**src/rtl/bnn_layer_ctrl.sv**
```systemverilog
// Sequences one binarized-NN layer: issues chunk reads per neuron, accumulates popcounts, thresholds each neuron.
// Latency per neuron: N_CHUNK issue cycles + popcount latency + 2; layer done pulse 1 cycle after the last write.
// No backpressure: returns are accepted whenever they arrive in ISSUE/DRAIN; the next neuron waits for all returns.
module bnn_layer_ctrl #(
    parameter int WL       = 112,
    parameter int N_CHUNK  = 4,
    parameter int N_NEURON = 64,
    parameter int AW       = 16
) (
    input  logic          iCLK,
    input  logic          iRSTn,
    input  logic          iSTART,
    output logic          oRD_EN,
    output logic [7:0]    oDATA_ADDR,
    output logic [AW-1:0] oWGT_ADDR,
    output logic          oPC_EN,
    input  logic          iPC_VALID,
    input  logic [10:0]   iPC_DATA,
    input  logic [15:0]   iTHRESH,
    output logic [7:0]    oNEURON,
    output logic          oOUT_WE,
    output logic          oOUT_BIT,
    output logic          oBUSY,
    output logic          oDONE
);

    localparam logic [2:0] S_IDLE   = 3'd0;
    localparam logic [2:0] S_ISSUE  = 3'd1;
    localparam logic [2:0] S_DRAIN  = 3'd2;
    localparam logic [2:0] S_WRITE  = 3'd3;
    localparam logic [2:0] S_FINISH = 3'd4;

    localparam logic [7:0] NC8         = 8'(N_CHUNK);
    localparam logic [7:0] LAST_CHUNK  = 8'(N_CHUNK - 1);
    localparam logic [7:0] LAST_NEURON = 8'(N_NEURON - 1);

    // The popcount result port is 11 bits wide, so a chunk can hold at most 2047 bits.
    if (WL > 2047) begin : g_wl_wider_than_pc_port
    end

    logic [2:0]    state_q, state_d;
    logic [7:0]    chunk_q, chunk_d;
    logic [7:0]    neuron_q, neuron_d;
    logic [7:0]    ret_q, ret_d;
    logic [15:0]   acc_q, acc_d;
    logic [AW-1:0] wgt_q, wgt_d;
    logic          rd_en_q;
    logic          pc_en_q;
    logic          out_we_q;
    logic          done_q;
    logic [16:0]   acc_sum;

    // Next-state logic: return accumulation plus the layer sequencing FSM.
    always_comb begin
        state_d  = state_q;
        chunk_d  = chunk_q;
        neuron_d = neuron_q;
        ret_d    = ret_q;
        acc_d    = acc_q;
        wgt_d    = wgt_q;
        acc_sum  = {1'b0, acc_q} + {6'b0, iPC_DATA};

        // Returns only count while a neuron is in flight; stale or stray pulses elsewhere are dropped.
        if ((state_q == S_ISSUE || state_q == S_DRAIN) && iPC_VALID) begin
            acc_d = acc_sum[16] ? 16'hFFFF : acc_sum[15:0];
            ret_d = ret_q + 8'd1;
        end

        case (state_q)
            S_IDLE: begin
                if (iSTART) begin
                    chunk_d  = 8'd0;
                    neuron_d = 8'd0;
                    ret_d    = 8'd0;
                    acc_d    = 16'd0;
                    wgt_d    = '0;
                    state_d  = S_ISSUE;
                end
            end
            S_ISSUE: begin
                // Weight address runs linearly across neurons, so it simply counts issues.
                wgt_d = wgt_q + AW'(1);
                if (chunk_q == LAST_CHUNK) begin
                    state_d = (ret_d == NC8) ? S_WRITE : S_DRAIN;
                end else begin
                    chunk_d = chunk_q + 8'd1;
                end
            end
            S_DRAIN: begin
                if (ret_d == NC8) begin
                    state_d = S_WRITE;
                end
            end
            S_WRITE: begin
                if (neuron_q < LAST_NEURON) begin
                    neuron_d = neuron_q + 8'd1;
                    chunk_d  = 8'd0;
                    ret_d    = 8'd0;
                    acc_d    = 16'd0;
                    state_d  = S_ISSUE;
                end else begin
                    state_d = S_FINISH;
                end
            end
            S_FINISH: begin
                state_d = S_IDLE;
            end
            default: begin
                state_d = S_IDLE;
            end
        endcase
    end

    // State and strobe registers; strobes are decoded from the next state so they align with it.
    always_ff @(posedge iCLK or negedge iRSTn) begin
        if (!iRSTn) begin
            state_q  <= S_IDLE;
            chunk_q  <= 8'd0;
            neuron_q <= 8'd0;
            ret_q    <= 8'd0;
            acc_q    <= 16'd0;
            wgt_q    <= '0;
            rd_en_q  <= 1'b0;
            pc_en_q  <= 1'b0;
            out_we_q <= 1'b0;
            done_q   <= 1'b0;
        end else begin
            state_q  <= state_d;
            chunk_q  <= chunk_d;
            neuron_q <= neuron_d;
            ret_q    <= ret_d;
            acc_q    <= acc_d;
            wgt_q    <= wgt_d;
            rd_en_q  <= (state_d == S_ISSUE);
            pc_en_q  <= rd_en_q;
            out_we_q <= (state_d == S_WRITE);
            done_q   <= (state_d == S_FINISH);
        end
    end

    assign oRD_EN     = rd_en_q;
    assign oPC_EN     = pc_en_q;
    assign oDATA_ADDR = chunk_q;
    assign oWGT_ADDR  = wgt_q;
    assign oNEURON    = neuron_q;
    assign oOUT_WE    = out_we_q;
    // The threshold belongs to the neuron on oNEURON, so compare against it during the write cycle.
    assign oOUT_BIT   = out_we_q && (acc_q >= iTHRESH);
    assign oBUSY      = (state_q != S_IDLE);
    assign oDONE      = done_q;

endmodule

```
**config.mk**
```make
export PLATFORM = sky130hd
export DESIGN_NAME = bnn_layer_ctrl
export DESIGN_NICKNAME = d
export VERILOG_FILES = /design/src/rtl/bnn_layer_ctrl.sv
export SDC_FILE = /design/constraint.sdc
export NUM_CORES = 1
export LEC_CHECK = 0
export BUFFER_PORTS_ARGS = -buffer_cell sky130_fd_sc_hd__buf_2
export CAP_MARGIN = 20
export CORE_ASPECT_RATIO = 0.7
export CORE_MARGIN = 1
export CORE_UTILIZATION = 53
export CTS_BUF_LIST = sky130_fd_sc_hd__clkbuf_4
export DETAILED_ROUTE_END_ITERATION = 10
export PLACE_DENSITY = 0.83
export RECOVER_POWER = 25
export SYNTH_ARGS = -nofsm -noshare
export SYNTH_HDL_FRONTEND = slang
export SYNTH_SLANG_ARGS = --single-unit
```
**constraint.sdc**
```tcl
create_clock -name iCLK -period 2.2 [get_ports iCLK]
set_input_delay 0.33 -clock iCLK [delete_from_list [all_inputs] [get_ports iCLK]]
set_output_delay 0.33 -clock iCLK [all_outputs]
set_load 0.01 [all_outputs]
```
=== Yosys cells after proc, flatten, opt, wreduce, memory -nomap -nowiden ===
Index checks and enable logic that the tools add are counted.
W data, S select, Z words.

* Register bits after elaboration: 63
* Logic and storage cells: 62
* Output and inout port bits: 38
* Bits of input ports: 31

* Multiplexer cells: 23
* Add/subtract/negate cells: 5
* Reductions and logical operators: 11
* Order comparisons: 2
* Equality and inequality tests: 11

{| class="wikitable"
|+ Operators with widths
! operator !! number
|-
| $mux W16 || 5
|-
| $pmux W16 S2 || 2
|-
| $mux W8 || 7
|-
| $pmux W8 S2 || 2
|-
| $add A8 B1 Y8 const B || 3
|-
| $pmux W8 S3 || 1
|-
| $add A16 B11 Y17 || 1
|-
| $add A16 B1 Y16 const B || 1
|-
| $ge A16 B16 Y1 || 1
|-
| $mux W3 || 4
|-
| $pmux W3 S4 || 1
|-
| $eq A3 B2 Y1 const B || 3
|-
| $eq A8 B2 Y1 const B || 1
|-
| $eq A8 B3 Y1 const B || 1
|-
| $lt A8 B6 Y1 const B || 1
|-
| $eq A3 B1 Y1 const B || 2
|-
| $ne A2 B2 Y1 const B || 3
|-
| $reduce_bool A3 Y1 || 2
|-
| $reduce_and A4 Y1 || 1
|-
| $reduce_bool A2 Y1 || 2
|-
| $eq A3 B3 Y1 const B || 1
|-
| $logic_not A3 Y1 || 1
|-
| $reduce_and A3 Y1 || 1
|-
| $logic_and A1 B1 Y1 || 2
|-
| 3 further kinds || 3
|}

=== Longest topological paths before layout ===
Gate-level depths: netlist of run 1.

* Word-level depth: 9
* Gate-level depth with buffers: 9
* Gate-level depth less buffers: 9

=== Least setup slack after synthesis of run 1 ===
Ideal clock, no wire load.

* Kind: register -> register
* Start: register acc_q[0]
* End: register acc_q[0]
* Data required time: 2.077 ns
* Arrival: 2.070 ns
* Stages on the path, launching flop included: 10
* Path slack: 0.007 ns
* Period minus slack after synthesis: 2.193 ns
* Cell sequence: dfrtp_1 ha_1 fa_1 a211oi_1 o211a_1 o21bai_1 nand2_1 nand2_1 buf_2 o221a_2

* Cells in the longest elaborated chain, start to end: 5
* Elaborated cells between the ends (all ways): 6
* Those cells by class: add/sub: 1; mux: 5

{| class="wikitable"
|+ RTL lines
! what !! line !! text
|-
| from (decl) || 45 || <nowiki>logic [15:0] acc_q, acc_d;</nowiki>
|-
| from (signal assigned) || 121 || <nowiki>acc_q <= 16'd0;</nowiki>
|-
| from (signal assigned) || 132 || <nowiki>acc_q <= acc_d;</nowiki>
|-
| $add A16 B11 Y17 || 61 || <nowiki>acc_sum = {1'b0, acc_q} + {6'b0, iPC_DATA};</nowiki>
|-
| $mux W16 || 65 || <nowiki>acc_d = acc_sum[16] ? 16'hFFFF : acc_sum[15:0];</nowiki>
|-
| $mux W16 * || 64 || <nowiki>if ((state_q == S_ISSUE || state_q == S_DRAIN) && iPC_VALID) begin</nowiki>
|-
| $mux W16, on equally long branches || 95, 71 ||
|-
| $pmux W16 S2 * || 69 || <nowiki>case (state_q)</nowiki>
|-
| via acc_d[0] || 45 ||
|}

Mark *: on every way through the listed nets, which the timed path passes. The rest lies on a longest branch.
A chain may end at the register's enable or synchronous reset.

=== Final worst setup path of run 1 ===
* Start: register acc_q[0]
* End: output port oOUT_BIT

* Cells in the longest elaborated chain, start to end: 2

{| class="wikitable"
|+ RTL lines
! what !! line !! text
|-
| $ge A16 B16 Y1 || 148 || <nowiki>assign oOUT_BIT = out_we_q && (acc_q >= iTHRESH);</nowiki>
|-
| $logic_and A1 B1 Y1 || 148 ||
|-
| to (decl) || 22 || <nowiki>output logic oOUT_BIT,</nowiki>
|}

No other way between the ends.

==> impl_results.md, run 1 <==
* Status: finished, violations left
* Failing checks: negative setup slack
* Period utilization at 115.6%
* # rows at 25
* Clock tree sinks at 63
* R2R setup slack at -300 ps
* Full die area at 0.007696 mm²
* Final Setup Violations at 17
* CP Class: register to output pin
* Placed cells at 571
* Width of the die at 104.4 µm
* Port buffer count at 68
* Tot Pwr at 0.004277 W
* Initial DRT Pass Iterations at 4
* CTS tree: yes
* Mapped Nets at 460
* GRT overflow at 0
* Total track usage at 25.36%
* Min-Delay Path Class: input pin to register
* Maximum clock path buffer count at 2
* Fin crit period at 2543 ps
* Hpwl dp at 6550 µm
* Startpoint Class: register
* DR WL/cell at 15.31 µm
* Flop and latch count out of synthesis at 63
* Clock slew at reported path FFs at 130 ps
* Initial core utilization at 56.31%
* RSZ-0062 raised after global routing: true
* Synth Instances at 397
* Total number of vias at 3,414
* Largest net degree at the start of global routing at 39
* Crit Reg-Reg Startpoint: acc_q[0]$_DFF_PN0_
* Skew-Pair Late Insertion Delay at 430 ps
* Crit path DAT at 2210 ps
* CTS Buf Count at 9
* Setup Skew at 30.07 ps
* VDD IR max at 0.4466 mV
* Sequential element share of the synthesized area at 40.50%
* Required @ worst endpoint at 1870 ps
* Vias per cell at 5.757
* CP Capture Type: output pin
* Cell variety after synth at 61
* Final antenna-violating net count at 0
* Reg2reg end: acc_q[15]$_DFF_PN0_
* Mean Syn Cell Area at 9.805 µm²
* Worst slack at placement at -240.2 ps
* # H-tree levels at 3
* Post-synth ARST share at 100.0%
* Core Area at 0.006913 mm²
* Hold Crit Depth at 2
* DIE HEIGHT at 73.70 µm
* Cell Pwr Density at 900.1 mW/mm²
* Slew headroom at 6.745%
* Gpl congestion at 0.8400
* Ratio of cells with drive above 1 in the final layout at 29.26%
* Final Slew Violations at 0
* Total wire length at 9080 µm
* Worst Path Max Fanout at 2
* Worst Hold End: oDATA_ADDR[5]$_DFFE_PN0P_
* Fin cells at 593
* Vias in the first global route at 3,271
* Synth warnings at 0
* Worst hold path startpoint: iSTART
* Leakage at 2.256 nW
* Post-synth EDFFs at 0
* Drc violations at 0
* Area growth syn-to-layout at 22.08%
* Max frequency at 393.2 MHz
* Max-cap viol count at 0
* First-pass GRT wire length at 15,350 µm
* Diode count at 0
* Synthesized area at 0.003892 mm²
* Predominant post-synthesis flop cell: dfrtp_1
* Worst Tran Pin Value at 1399 ps
* CTS root buf: clkbuf_4
* I/O Pins at 69
* Initial antenna violation count at 0
* DRT iter0 DRCs at 156
* Final net count at 557
* Reg2reg path depth at 11
* Hold Violations, Final at 0
* Final setup margin at -343.4 ps
-- worst max path at each step --
stage / from / endpoint / slack, ps / cells past startpoint
CTS: acc_q[0]$_DFF_PN0_ / oOUT_BIT / -370 / 10
finish: acc_q[0]$_DFF_PN0_ / oOUT_BIT / -340 / 10
global route: acc_q[0]$_DFF_PN0_ / oOUT_BIT / -450 / 10
floorplan: acc_q[0]$_DFF_PN0_ / acc_q[0]$_DFF_PN0_ / 7 / 9
global placement: iPC_DATA[0] / acc_q[15]$_DFF_PN0_ / -120 / 10
detailed placement: iPC_DATA[0] / acc_q[15]$_DFF_PN0_ / -240 / 10
-- sequential cells by signal (all words and copies together) (netlist names) --
signal      cells
oRD_EN          1
oOUT_WE         1
state_q         3
oPC_EN          1
ret_q           8
oNEURON         8
oDONE           1
acc_q          16
oWGT_ADDR      16
oDATA_ADDR      8
-- cell usage after synthesis, drive strengths merged, types with 2 or more instances --
master   instances  area [µm²]
dfrtp           63        1577
nand2           34       130.1
nor2            34       130.1
ha              31       387.9
o21ai           23       115.1
inv             20       75.07
a21oi           18       90.09
xor2            16       140.1
nand3           14       70.07
xnor2           12       105.1
and3            11       68.82
o221a           11       123.9
a21o            10       75.07
buf              8       52.54
nand4            8       56.30
o211ai           7       52.55
a211oi           6       55.05
o31ai            6       45.04
a31oi            5       31.28
mux2i            5       50.05
and2             4       25.02
nand2b           4       25.02
nor4             4       25.02
or3              4       25.02
and4             3       28.78
clkbuf           3       11.26
nor3             3       20.02
nor3b            3       33.78
o21bai           3       22.52
nand3b           2       27.53
nor2b            2       12.51
o2111ai          2       23.77
o211a            2       20.02
o21a             2       15.01
or2              2       12.52
-- where the power goes --
| part | switching (W) | internal, W | leakage [nW] |
|---|---|---|---|
| Combinational | 0.000949 | 0.00104 | 1.44 |
| Sequential | 0.000269 | 0.00136 | 0.760 |
| Clock | 0.000440 | 0.000220 | 0.0544 |
| Total | 0.00166 | 0.00262 | 2.26 |
-- cells by family after synthesis --
kind of cell    Yosys count  synth area share [%]
buf+inv                  31                 3.568
compound gates          105                 19.51
fa+ha+maj                32                 10.48
xor+xnor                 28                 6.300
mux                       5                 1.286
flops                    63                 40.50
simple gates            133                 18.35
-- metrics by stage --
step | TNS (ps) | hold slack [ps] | instance area, µm² | util, %
floorplan | 0 | 34.41 | 3892 | -
global placement | -974.9 | 368.0 | 4472 | 64.69
detailed placement | -2406 | 378.2 | 4472 | 64.69
CTS | -2969 | 131.2 | 4750 | 68.71
global route | -7919 | 125.1 | 4752 | 68.74
finish | -4039 | 157.4 | 4752 | 68.74
-- layout by cell type, fill, tap and decap left out, types with 7 or more instances in the layout --
| cell | Yosys | layout |
|---|---|---|
| buf_2 | 3 | 67 |
| dfrtp_1 | 63 | 63 |
| nor2_1 | 33 | 33 |
| nand2_1 | 33 | 32 |
| ha_1 | 31 | 29 |
| buf_4 | 3 | 23 |
| o21ai_0 | 23 | 22 |
| inv_1 | 19 | 18 |
| a21oi_1 | 18 | 17 |
| xor2_1 | 16 | 16 |
| nand3_1 | 14 | 13 |
| xnor2_1 | 12 | 12 |
| and3_1 | 11 | 11 |
| a21o_1 | 10 | 10 |
| clkbuf_4 | 0 | 9 |
| o221a_2 | 11 | 8 |
| o211ai_1 | 7 | 7 |
| nand4_1 | 7 | 7 |
-- cell type report --
type	instances	area [µm²]
Clock buffer	9	67.56
Timing Repair Buffer	97	578.1
Multi-Input combinational cell	303	2295
Clock inverter	7	40.04
Inverter	20	77.57
Sequential cell	63	1577
Fill cell	549	2161
Tap cell	94	117.6
-- worst max-delay path, stage by stage, from the launching register on --
cell,delay [ps]
dfrtp_1,410
buf_6,130
inv_4,50
ha_4,190
nand2b_4,130
a21o_1,160
a21o_1,160
a21oi_2,180
o21ai_1,80
a21o_1,170
buf_2,130
-- timing repair --
item / CTS / global route
hold buffers: 1 / 0
endpoints found under the setup margin: 16 / 17
gates resized for setup: 23 / 4
hold endpoints to repair: 25 / 0
buffers inserted: 5 / 1
cloned: 0 / 0
pin swaps: 13 / 11
-- routing by layer --
| metal | up-vias | part of all wire (%) | GRT usage [%] |
|---|---|---|---|
| met5 | - | 0 | 0 |
| met4 | 0 | 1.6 | 10.63 |
| met3 | 15 | 6.5 | 6.122 |
| met2 | 118 | 46 | 41.57 |
| met1 | 1620 | 46 | 32.58 |
| li1 | 1661 | - | - |
Note: power is estimated with default switching activity, not from simulation.
==> run 2: changes to the inputs <==
--- a/config.mk
+++ b/config.mk
@@ -14,6 +14,7 @@
 export DETAILED_ROUTE_END_ITERATION = 10
 export PLACE_DENSITY = 0.83
 export RECOVER_POWER = 25
+export REMOVE_ABC_BUFFERS = 1
 export SYNTH_ARGS = -nofsm -noshare
 export SYNTH_HDL_FRONTEND = slang
 export SYNTH_SLANG_ARGS = --single-unit
==> run 2 against run 1 <==
  * The run ends with max-capacitance violations, max-slew violations, negative setup slack left
  * Cell count is 0.17% lower
  * Utilization is 1.2 points higher
  * Flip-flop and latch count stayed put
  * Die area stayed put
  * Sequential share of layout area is 0.58 points lower
  * Non-clock buffer count stayed put
  * Largest cell class unchanged
  * Largest power group unchanged
==> impl_results.md, run 2 (same netlist as run 1, synthesis figures left out) <==
* # H-tree levels at 3
* Switching Fraction at 39.14%
* Int Pwr at 0.002747 W
* Failing checks: max-capacitance violations, max-slew violations, negative setup slack
* Initial antenna violation count at 0
* Crit Reg-Reg Startpoint: acc_q[0]$_DFF_PN0_
* Clock tree sinks at 63
* Min-Delay Path Class: input pin to register
* # rows at 25
* Slew headroom at -2.611%
* Final setup margin at -357.5 ps
* Commonest non-fill, non-tap cell in the layout: buf_2
* Area growth syn-to-layout at 24.27%
* VDD IR max at 0.3796 mV
* Port buffer count at 68
* Final net count at 558
* First-pass GRT wire length at 15,960 µm
* Ratio of cells with drive above 1 in the final layout at 30.92%
* Initial core utilization at 56.31%
* Maximum clock path buffer count at 2
* Hold Violations, Final at 0
* Leakage at 2.292 nW
* Diode count at 0
* Largest net degree at the start of global routing at 64
* Max frequency at 391.0 MHz
* Placed cells at 572
* Most frequent cells in the layout: buf_2 (68), dfrtp_1 (63), nor2_1 (33), nand2_1 (31), ha_1 (28)
* CP Class: register to output pin
* CTS Buf Count at 9
* Clock slew at reported path FFs at 110 ps
* Skew-Pair Late Insertion Delay at 410 ps
* GRT overflow at 0
* I/O Pins at 69
* Max-cap viol count at 1
* Final Setup Violations at 15
* Required @ worst endpoint at 1870 ps
* Full die area at 0.007696 mm²
* Total track usage at 26.52%
* Fin cells at 592
* Gpl congestion at 0.8445
* Vias in the first global route at 3,435
* DIE HEIGHT at 73.70 µm
* Worst hold path startpoint: iSTART
* Core Area at 0.006913 mm²
* Critical path launch point: acc_q[0]$_DFF_PN0_
* Total number of vias at 3,534
* Crit path DAT at 2230 ps
* Width of the die at 104.4 µm
* Sw Pwr at 0.001767 W
* Final TNS setup at -1592 ps
* CTS tree: yes
* Fin crit period at 2558 ps
* Setup Skew at 13.40 ps
* Startpoint Class: register
* Cell Pwr Density at 933.2 mW/mm²
* Comb power frac at 49.3%
* Worst Path Max Fanout at 2
* Final Slew Violations at 64
* Hpwl dp at 6783 µm
* Initial DRT Pass Iterations at 5
* Period utilization at 116.3%
* CTS root buf: clkbuf_4
* DR WL/cell at 16.79 µm
* Placed Area at 0.004479 mm²
* Drc violations at 0
* CP Capture Type: output pin
* Worst Tran Pin Value at 1539 ps
* Total wire length at 9939 µm
* WHS at 170.9 ps
* DRT iter0 DRCs at 224
* Design area at 0.004837 mm²
* Final antenna-violating net count at 0
* RSZ-0062 raised after global routing: true
* Vias per cell at 5.970
* Sequential Power Share at 37.1%
* Status: finished, violations left
* Clock power share at 13.6%
## run 2: cell types whose count changed in the layout (fill, tap and decap cells not counted), moves of 2 or more
cell,previous run,this run
buf_6,5,3
o221a_4,3,9
o221a_2,8,2
clkinv_2,1,4
a21oi_2,1,3
a21oi_1,17,15
clkinv_1,3,0
nand2_4,0,2
## run 2: worst max-delay path, stage by stage, from the launching register on
cell and delay, ps:
dfrtp_1 400, buf_6 130, inv_4 50, ha_4 190, nand2b_4 130, a21o_1 160, a21o_1 190, a21oi_2 160
o21ai_1 100, a21o_1 200, buf_2 130
## run 2: area by class of cell
cell class	instances	area, µm²
Timing Repair Buffer	97	569.3
Sequential cell	63	1577
Clock buffer	9	67.56
Multi-Input combinational cell	304	2401
Inverter	20	77.57
Tap cell	94	117.6
Clock inverter	5	27.53
Fill cell	517	2076
## run 2: path summary, 6_finish.rpt
path / to / slack [ps] / cells after the start
worst max-delay path: oOUT_BIT / -360 / 10
worst min-delay path: oDATA_ADDR[5]$_DFFE_PN0P_ / 170 / 2
worst max register to register: acc_q[15]$_DFF_PN0_ / -200 / 10
worst min register to register: oPC_EN$_DFF_PN0_ / 430 / 0
max in group asynchronous: acc_q[2]$_DFF_PN0_ / 360 / 3
min in group asynchronous: oWGT_ADDR[6]$_DFFE_PN0P_ / 930 / 3
## run 2: power groups by stage
stage	clock (W)	sequential (W)	combinational, W
after floorplan	0	0.00158	0.00127
after global placement	0	0.00164	0.00164
after detailed placement	0	0.00167	0.00174
after CTS	0.000629	0.00165	0.00199
after global routing	0.000685	0.00170	0.00242
final	0.000612	0.00168	0.00223
## run 2: timing repair
| item | in CTS | in global routing |
|---|---|---|
| endpoints found under the setup margin | 17 | 17 |
| endpoints found under the hold margin | 63 | 0 |
| pin swaps | 28 | 10 |
| buffers inserted | 3 | 1 |
| cloned | 1 | 0 |
| hold buffers | 1 | 0 |
| resized for setup | 24 | 15 |
## run 2: metrics by stage
step | total power [W] | util [%] | setup WS (ps)
finish | 0.004514 | 69.97 | -357.5
floorplan | 0.002848 | - | -32.32
global placement | 0.003283 | 64.80 | -174.7
detailed placement | 0.003409 | 64.80 | -255.1
global route | 0.004812 | 69.97 | -438.1
CTS | 0.004269 | 68.80 | -337.2
## run 2: routing by layer
layer | track usage, % | routed length (µm) | vias to the layer above
met5 | 0 | 0 | -
met2 | 46.14 | 4805 | 118
li1 | - | - | 1661
met1 | 32.99 | 4432 | 1733
met4 | 6.667 | 173 | 0
met3 | 7.453 | 527 | 22
